===== src/rtl/idu_pipe.sv =====
`default_nettype none
// ============================================================================
// Module      : idu_pipe
// Description : Buffered RV32I/RV32E decode stage with sticky ebreak/illegal halt.
// Revision    : 1.0 - initial release
// ============================================================================
module idu_pipe #(
    parameter int DEPTH = 2,
    parameter int RVE   = 0
) (
    input  logic        clk,
    input  logic        rst_n,
    input  logic        flush,
    input  logic        in_valid,
    output logic        in_ready,
    input  logic [31:0] in_inst,
    input  logic [31:0] in_pc,
    output logic        out_valid,
    input  logic        out_ready,
    output logic [31:0] out_pc,
    output logic [4:0]  out_rs1,
    output logic [4:0]  out_rs2,
    output logic [4:0]  out_rd,
    output logic [2:0]  out_funct3,
    output logic [31:0] out_imm,
    output logic [3:0]  out_alu_op,
    output logic        out_alu_src2,
    output logic        out_reg_wr,
    output logic        out_mem_rd,
    output logic        out_mem_wr,
    output logic        out_ebreak,
    output logic        out_illegal,
    output logic        halted,
    output logic [1:0]  halt_cause
);

    localparam int AW = $clog2(DEPTH);

    localparam logic [0:0] ST_RUN  = 1'b0;
    localparam logic [0:0] ST_HALT = 1'b1;

    localparam logic [6:0] OPC_LUI    = 7'b0110111;
    localparam logic [6:0] OPC_AUIPC  = 7'b0010111;
    localparam logic [6:0] OPC_JAL    = 7'b1101111;
    localparam logic [6:0] OPC_JALR   = 7'b1100111;
    localparam logic [6:0] OPC_BRANCH = 7'b1100011;
    localparam logic [6:0] OPC_LOAD   = 7'b0000011;
    localparam logic [6:0] OPC_STORE  = 7'b0100011;
    localparam logic [6:0] OPC_OPIMM  = 7'b0010011;
    localparam logic [6:0] OPC_OP     = 7'b0110011;
    localparam logic [6:0] OPC_SYSTEM = 7'b1110011;

    localparam logic [3:0] ALU_ADD   = 4'd0;
    localparam logic [3:0] ALU_SUB   = 4'd1;
    localparam logic [3:0] ALU_SLL   = 4'd2;
    localparam logic [3:0] ALU_SLT   = 4'd3;
    localparam logic [3:0] ALU_SLTU  = 4'd4;
    localparam logic [3:0] ALU_XOR   = 4'd5;
    localparam logic [3:0] ALU_SRL   = 4'd6;
    localparam logic [3:0] ALU_SRA   = 4'd7;
    localparam logic [3:0] ALU_OR    = 4'd8;
    localparam logic [3:0] ALU_AND   = 4'd9;
    localparam logic [3:0] ALU_PASSB = 4'd10;

    logic [63:0]   mem_q [DEPTH];
    logic [AW-1:0] wr_ptr_q, wr_ptr_d, rd_ptr_q, rd_ptr_d;
    logic [AW:0]   count_q, count_d;
    logic [0:0]    state_q, state_d;
    logic [1:0]    cause_q, cause_d;

    logic        push, pop, head_vld;
    logic [31:0] inst, pc;
    logic [6:0]  opc, f7;
    logic [2:0]  f3;
    logic [31:0] imm_i, imm_s, imm_b, imm_u, imm_j;
    logic [31:0] d_imm;
    logic [4:0]  d_rs1, d_rs2, d_rd;
    logic [3:0]  d_alu_op;
    logic        d_src2, d_reg_wr, d_mem_rd, d_mem_wr, d_ebreak, d_illegal;
    logic        legal, use_rs1, use_rs2, use_rd, rve_bad;

    assign halted     = (state_q == ST_HALT);
    assign halt_cause = cause_q;
    assign head_vld   = (count_q != '0);
    assign in_ready   = (count_q < (AW+1)'(DEPTH)) && !halted && !flush;
    assign out_valid  = head_vld && !halted && !flush;
    assign push       = in_valid && in_ready;
    assign pop        = out_valid && out_ready;

    assign inst = mem_q[rd_ptr_q][63:32];
    assign pc   = mem_q[rd_ptr_q][31:0];
    assign opc  = inst[6:0];
    assign f3   = inst[14:12];
    assign f7   = inst[31:25];

    assign imm_i = {{20{inst[31]}}, inst[31:20]};
    assign imm_s = {{20{inst[31]}}, inst[31:25], inst[11:7]};
    assign imm_b = {{19{inst[31]}}, inst[31], inst[7], inst[30:25], inst[11:8], 1'b0};
    assign imm_u = {inst[31:12], 12'h000};
    assign imm_j = {{11{inst[31]}}, inst[31], inst[19:12], inst[20], inst[30:21], 1'b0};

    always_comb begin
        d_imm    = '0;
        d_rs1    = inst[19:15];
        d_rs2    = inst[24:20];
        d_rd     = inst[11:7];
        d_alu_op = ALU_ADD;
        d_src2   = 1'b0;
        d_reg_wr = 1'b0;
        d_mem_rd = 1'b0;
        d_mem_wr = 1'b0;
        d_ebreak = 1'b0;
        legal    = 1'b0;
        use_rs1  = 1'b0;
        use_rs2  = 1'b0;
        use_rd   = 1'b0;
        case (opc)
            OPC_LUI: begin
                legal = 1'b1; d_imm = imm_u; d_alu_op = ALU_PASSB;
                d_src2 = 1'b1; d_reg_wr = 1'b1; use_rd = 1'b1;
            end
            OPC_AUIPC, OPC_JAL: begin
                legal = 1'b1; d_imm = (opc == OPC_JAL) ? imm_j : imm_u;
                d_src2 = 1'b1; d_reg_wr = 1'b1; use_rd = 1'b1;
            end
            OPC_JALR: begin
                legal = (f3 == 3'b000); d_imm = imm_i; d_src2 = 1'b1;
                d_reg_wr = 1'b1; use_rs1 = 1'b1; use_rd = 1'b1;
            end
            OPC_BRANCH: begin
                legal = (f3 != 3'b010) && (f3 != 3'b011); d_imm = imm_b;
                d_alu_op = ALU_SUB; use_rs1 = 1'b1; use_rs2 = 1'b1;
            end
            OPC_LOAD: begin
                legal = (f3 != 3'b011) && (f3 != 3'b110) && (f3 != 3'b111);
                d_imm = imm_i; d_src2 = 1'b1; d_reg_wr = 1'b1; d_mem_rd = 1'b1;
                use_rs1 = 1'b1; use_rd = 1'b1;
            end
            OPC_STORE: begin
                legal = (f3 == 3'b000) || (f3 == 3'b001) || (f3 == 3'b010);
                d_imm = imm_s; d_src2 = 1'b1; d_mem_wr = 1'b1;
                use_rs1 = 1'b1; use_rs2 = 1'b1;
            end
            OPC_OPIMM: begin
                legal = 1'b1; d_imm = imm_i; d_src2 = 1'b1; d_reg_wr = 1'b1;
                use_rs1 = 1'b1; use_rd = 1'b1;
                case (f3)
                    3'b000: d_alu_op = ALU_ADD;
                    3'b001: begin d_alu_op = ALU_SLL; legal = (f7 == 7'h00); end
                    3'b010: d_alu_op = ALU_SLT;
                    3'b011: d_alu_op = ALU_SLTU;
                    3'b100: d_alu_op = ALU_XOR;
                    3'b101: begin
                        d_alu_op = f7[5] ? ALU_SRA : ALU_SRL;
                        legal    = (f7 == 7'h00) || (f7 == 7'h20);
                    end
                    3'b110: d_alu_op = ALU_OR;
                    default: d_alu_op = ALU_AND;
                endcase
            end
            OPC_OP: begin
                d_reg_wr = 1'b1; use_rs1 = 1'b1; use_rs2 = 1'b1; use_rd = 1'b1;
                legal = (f7 == 7'h00) ||
                        ((f7 == 7'h20) && ((f3 == 3'b000) || (f3 == 3'b101)));
                case (f3)
                    3'b000: d_alu_op = f7[5] ? ALU_SUB : ALU_ADD;
                    3'b001: d_alu_op = ALU_SLL;
                    3'b010: d_alu_op = ALU_SLT;
                    3'b011: d_alu_op = ALU_SLTU;
                    3'b100: d_alu_op = ALU_XOR;
                    3'b101: d_alu_op = f7[5] ? ALU_SRA : ALU_SRL;
                    3'b110: d_alu_op = ALU_OR;
                    default: d_alu_op = ALU_AND;
                endcase
            end
            OPC_SYSTEM: begin
                if (inst == 32'h0010_0073) begin
                    legal = 1'b1; d_ebreak = 1'b1;
                    d_rs1 = 5'd0; d_rs2 = 5'd0; d_rd = 5'd10;
                end
            end
            default: legal = 1'b0;
        endcase
        rve_bad   = (RVE != 0) && ((use_rs1 && inst[19]) || (use_rs2 && inst[24]) ||
                                   (use_rd && inst[11]));
        d_illegal = !legal || rve_bad;
        if (d_illegal) begin
            d_alu_op = ALU_ADD;
            d_src2   = 1'b0;
            d_reg_wr = 1'b0;
            d_mem_rd = 1'b0;
            d_mem_wr = 1'b0;
            d_ebreak = 1'b0;
        end
    end

    // An empty FIFO presents all-zero decode instead of whatever stale slot sits at the head.
    always_comb begin
        out_pc       = head_vld ? pc        : '0;
        out_rs1      = head_vld ? d_rs1     : '0;
        out_rs2      = head_vld ? d_rs2     : '0;
        out_rd       = head_vld ? d_rd      : '0;
        out_funct3   = head_vld ? f3        : '0;
        out_imm      = head_vld ? d_imm     : '0;
        out_alu_op   = head_vld ? d_alu_op  : '0;
        out_alu_src2 = head_vld && d_src2;
        out_reg_wr   = head_vld && d_reg_wr;
        out_mem_rd   = head_vld && d_mem_rd;
        out_mem_wr   = head_vld && d_mem_wr;
        out_ebreak   = head_vld && d_ebreak;
        out_illegal  = head_vld && d_illegal;
    end

    always_comb begin
        state_d  = state_q;
        cause_d  = cause_q;
        wr_ptr_d = wr_ptr_q;
        rd_ptr_d = rd_ptr_q;
        count_d  = count_q;
        if (pop && (out_ebreak || out_illegal)) begin
            state_d  = ST_HALT;
            cause_d  = out_ebreak ? 2'b01 : 2'b10;
            wr_ptr_d = '0;
            rd_ptr_d = '0;
            count_d  = '0;
        end else if (flush) begin
            wr_ptr_d = '0;
            rd_ptr_d = '0;
            count_d  = '0;
        end else begin
            if (push) wr_ptr_d = wr_ptr_q + 1'b1;
            if (pop)  rd_ptr_d = rd_ptr_q + 1'b1;
            count_d = count_q + {{AW{1'b0}}, push} - {{AW{1'b0}}, pop};
        end
    end

    always_ff @(posedge clk or negedge rst_n) begin
        if (!rst_n) begin
            state_q  <= ST_RUN;
            cause_q  <= 2'b00;
            wr_ptr_q <= '0;
            rd_ptr_q <= '0;
            count_q  <= '0;
        end else begin
            state_q  <= state_d;
            cause_q  <= cause_d;
            wr_ptr_q <= wr_ptr_d;
            rd_ptr_q <= rd_ptr_d;
            count_q  <= count_d;
        end
    end

    always_ff @(posedge clk) begin
        if (push) mem_q[wr_ptr_q] <= {in_inst, in_pc};
    end

endmodule
`default_nettype wire

===== config.mk =====
export PLATFORM = sky130hd
export DESIGN_NAME = idu_pipe
export DESIGN_NICKNAME = d
export VERILOG_FILES = /design/src/rtl/idu_pipe.sv
export SDC_FILE = /design/constraint.sdc
export NUM_CORES = 1
export LEC_CHECK = 0
export CAP_MARGIN = 20
export CORE_MARGIN = 2
export CORE_UTILIZATION = 40
export CTS_BUF_LIST = sky130_fd_sc_hd__clkbuf_8
export DETAILED_ROUTE_END_ITERATION = 8
export PLACE_DENSITY = 0.73
export SLEW_MARGIN = 25
export SYNTH_ARGS = -nofsm -noshare
export SYNTH_HDL_FRONTEND = slang
export SYNTH_SLANG_ARGS = --single-unit

===== constraint.sdc =====
create_clock -name clk -period 3.8 [get_ports clk]
set_clock_uncertainty 0.1 [all_clocks]
set_input_delay 0.57 -clock clk [delete_from_list [all_inputs] [get_ports clk]]
set_output_delay 0.57 -clock clk [all_outputs]
set_load 0.03 [all_outputs]

==> metrics.csv <==
stage,metric,value,unit
outcome,status,finished clean,
grt,met1 usage,26.3,%
yosys,Synth Flop Type,edfxtp_1,
floorplan,die height,130,um
clock_tree,Clock Pin Slew Worst Setup and Hold Paths,0.08,ns
yosys,syn_nets,549,
floorplan,die width,130,um
sta,Slew Limit Fails,0,
place,post-DP HPWL,12200,um
yosys,largest cells by area after synthesis,"edfxtp_1 61%, mux2i_1 8.6%, nor2_1 4.0%",
grt,all-layer global routing usage,20.8,%
clock_tree,"Hold-fix buffers, CTS",0,
cells_and_area,Final Net Count,753,
yosys,"Avg Cell Area, Syn",13.2,sq um
detailed_routing,Pre-antenna DRT Iters,5,
grt,first-pass GRT wire length,26100,um
detailed_routing,Initial DRC Count,272,
pwr,Pleak,0.00315,uW
yosys,Synth warnings,0,
floorplan,initial core utilization,41.3,%
cells_and_area,fin cells,906,
yosys,"EDFF count, synth",128,
worst_setup_path,CP startpoint kind,register,
sta,setup TNS,0,ns
grt,antenna violations before repair,0,
worst_setup_path,"Arr. time, crit path",3.12,ns
place,Buffers on Ports,165,
place,global placement routability congestion,0.841,
worst_setup_path,critical path class,register to primary output,
cells_and_area,Final Cell Area,9080,sq um
worst_setup_path,worst path required time,3.13,ns
yosys,Synth Cell Area,6320,sq um
grt,largest net degree at the start of global routing,44,
clock_tree,H-tree depth reported by CTS,4,
cells_and_area,# fillers,1218,
yosys,"Seq/Total Area, Yosys",63.6,%
floorplan,core area,15300,sq um
clock_tree,Clock Sink Count,135,
floorplan,Rows,45,
sta,final setup vio count,0,
sta,Slew HR,57.1,%
cells_and_area,area delta synth->final,43.7,%
place,placed cell count,857,
pwr,Cell Pwr Density,442,nW/um^2
yosys,post-synth cell types,58,
pwr,Max VDD drop,457,uV
sta,Fin. Hold Viols,0,
yosys,Mapped Cells,478,
clock_tree,worst skew pair latency,0.43,ns
floorplan,num ports,166,
clock_tree,TritonCTS clock tree,done,
grt,grt ovf,0,
detailed_routing,Vias,4801,
worst_setup_path,Crit Path Max Fanout,17,
pwr,Tot Pwr,4010,uW
detailed_routing,post-DR vias/cell,5.30,
floorplan,DIE AREA,16800,sq um
detailed_routing,Antenna Nets Post-Route,0,
clock_tree,clk root buf,clkbuf_8,
cells_and_area,Antenna Cells,0,
hold_path,Worst Hold Class,primary input to asynchronous set/reset pin,
clock_tree,CTS Buf Count,17,
detailed_routing,routed wire length,17400,um
clock_tree,Max clock buf depth,2,
sta,RSZ-0062 raised after global routing,true,
worst_setup_path,Setup crit end kind,primary output,
yosys,"area leader, netlist",edfxtp_1,
yosys,Post-synth ARST share,5.19,%
sta,measured slew at the worst slew-check pin,0.638,ns
grt,"Most Used Layer, Global Route",met2,
sta,Hold WS,0.338,ns
grt,M2 GR Usage,34.1,%
cells_and_area,layout cell share with drive strength beyond 1,26.2,%
sta,Final period util,99.7,%
yosys,#FFs+latches synth,135,
sta,fin crit period,3.79,ns
detailed_routing,drt wl/cell,19.2,um
sta,Max Clk Rate,264,MHz
grt,global-route track usage on met3,6.19,%
job,MaxCap Viol Count,0,
detailed_routing,Remaining DRCs,0,
yosys,share of Yosys cell area claimed by the top area cell type,60.8,%
place,Area after DPL,8330,sq um
grt,vias in the first global route,4831,
==> cells in the mapped netlist (4+ instances only) <==
| library cell | instances |
|---|---|
| a21oi_1 | 22 |
| a21oi_2 | 8 |
| a22oi_1 | 5 |
| and3_1 | 5 |
| buf_2 | 13 |
| clkbuf_1 | 7 |
| dfrtp_1 | 7 |
| edfxtp_1 | 128 |
| inv_1 | 9 |
| mux2_2 | 5 |
| mux2i_1 | 54 |
| nand2_1 | 24 |
| nand2b_1 | 6 |
| nand3_1 | 6 |
| nand3b_1 | 9 |
| nor2_1 | 67 |
| nor3_1 | 10 |
| nor4_1 | 8 |
| o21ai_0 | 4 |
| o22a_1 | 7 |
| or2_2 | 12 |
==> worst max-delay path, cell delays in order, from the launching register on <==
cell       delay, ns
dfrtp_4         0.51
buf_4           0.19
buf_16          0.17
mux2i_1         0.19
o21ai_1         0.16
nor4bb_4        0.35
o2111ai_2       0.17
buf_4           0.20
nor4b_4         0.13
buf_4           0.15
nor4_4          0.18
buf_4           0.18
buf_12          0.11
==> path summary, 6_finish.rpt <==
path,to,depth (start not counted),start,slack [ns]
setup / recovery,out_alu_op[2],12,rd_ptr_q,0.01
hold / removal,wr_ptr_q,1,rst_n,0.34
setup reg to reg,halt_cause[0],11,rd_ptr_q,0.96
hold reg to reg,halt_cause[0],2,halt_cause[0],0.44
max in group asynchronous,rd_ptr_q,1,rst_n,2.92
min in group clk,halt_cause[0],2,halt_cause[0],0.44
==> power by group <==
| part | switching (uW) | internal [uW] |
|---|---|---|
| combinational | 606 | 389 |
| clock | 598 | 600 |
| sequential | 61.7 | 1760 |
==> cell type report <==
type,count,area [sq um],share of cell area [%]
inverter,9,33.8,0.372
clock buffer,17,234,2.58
sequential,135,4020,44.3
clock inverter,15,170,1.87
multi-input combinational,311,2310,25.5
tap,211,264,2.91
timing repair buffer,208,2040,22.5
==> through the flow <==
step	utilization (%)	setup slack, ns
2_1_floorplan	-	0.256
3_3_place_gp	54.4	0.103
3_5_place_dp	54.4	0.101
4_1_cts	58.0	-0.0805
5_1_grt	59.3	-0.121
6_report	59.3	0.00994
==> sequential cells by signal (all words and copies together) (netlist names) <==
| signal | flops |
|---|---|
| halt_cause | 2 |
| wr_ptr_q | 1 |
| rd_ptr_q | 1 |
| mem_q | 128 |
| halted | 1 |
| count_q | 2 |
==> what timing repair did <==
item,4_1_cts,5_1_grt
cloned,1,1
gates resized for setup,42,37
pin swaps,7,7
endpoints found under the setup margin,34,39
buffers inserted,9,6
==> placed cells by master (no fill, tap or decap), types with 4 or more instances in the layout <==
| cell type | count |
|---|---|
| edfxtp_1 | 128 |
| clkdlybuf4s50_1 | 110 |
| nor2_1 | 65 |
| buf_4 | 62 |
| mux2i_1 | 51 |
| nand2_1 | 23 |
| a21oi_1 | 20 |
| clkbuf_8 | 17 |
| or2_2 | 12 |
| inv_1 | 10 |
| a21oi_2 | 10 |
| nand3b_1 | 9 |
| nor4_1 | 7 |
| o22a_1 | 7 |
| buf_12 | 7 |
| nor3_1 | 6 |
| nand2b_1 | 6 |
| dfrtp_1 | 6 |
| clkbuf_2 | 6 |
| nand3_1 | 5 |
| mux2_2 | 5 |
| clkdlybuf4s15_2 | 5 |
| dlymetal6s2s_1 | 5 |
| a22oi_1 | 4 |
| and3_1 | 4 |
| inv_6 | 4 |
| dlygate4sd2_1 | 4 |
| buf_6 | 4 |
==> kinds of logic (layout without fill, tap and decap cells) <==
logic type	after synthesis	after routing	synth area share [%]
compound gates	75	75	8.91
xor+xnor	4	4	0.555
fa+ha+maj	2	2	0.396
buf+inv	32	249	2.52
flops	135	135	63.6
mux	60	60	9.67
simple gates	170	170	14.3
==> layer usage <==
metal | vias to the layer above | share of wire, %
met5 | - | 0
met3 | 26 | 7.9
met2 | 222 | 48
met4 | 0 | 2.3
li1 | 2219 | -
met1 | 2334 | 41
Note: power is estimated with default switching activity, not from simulation.
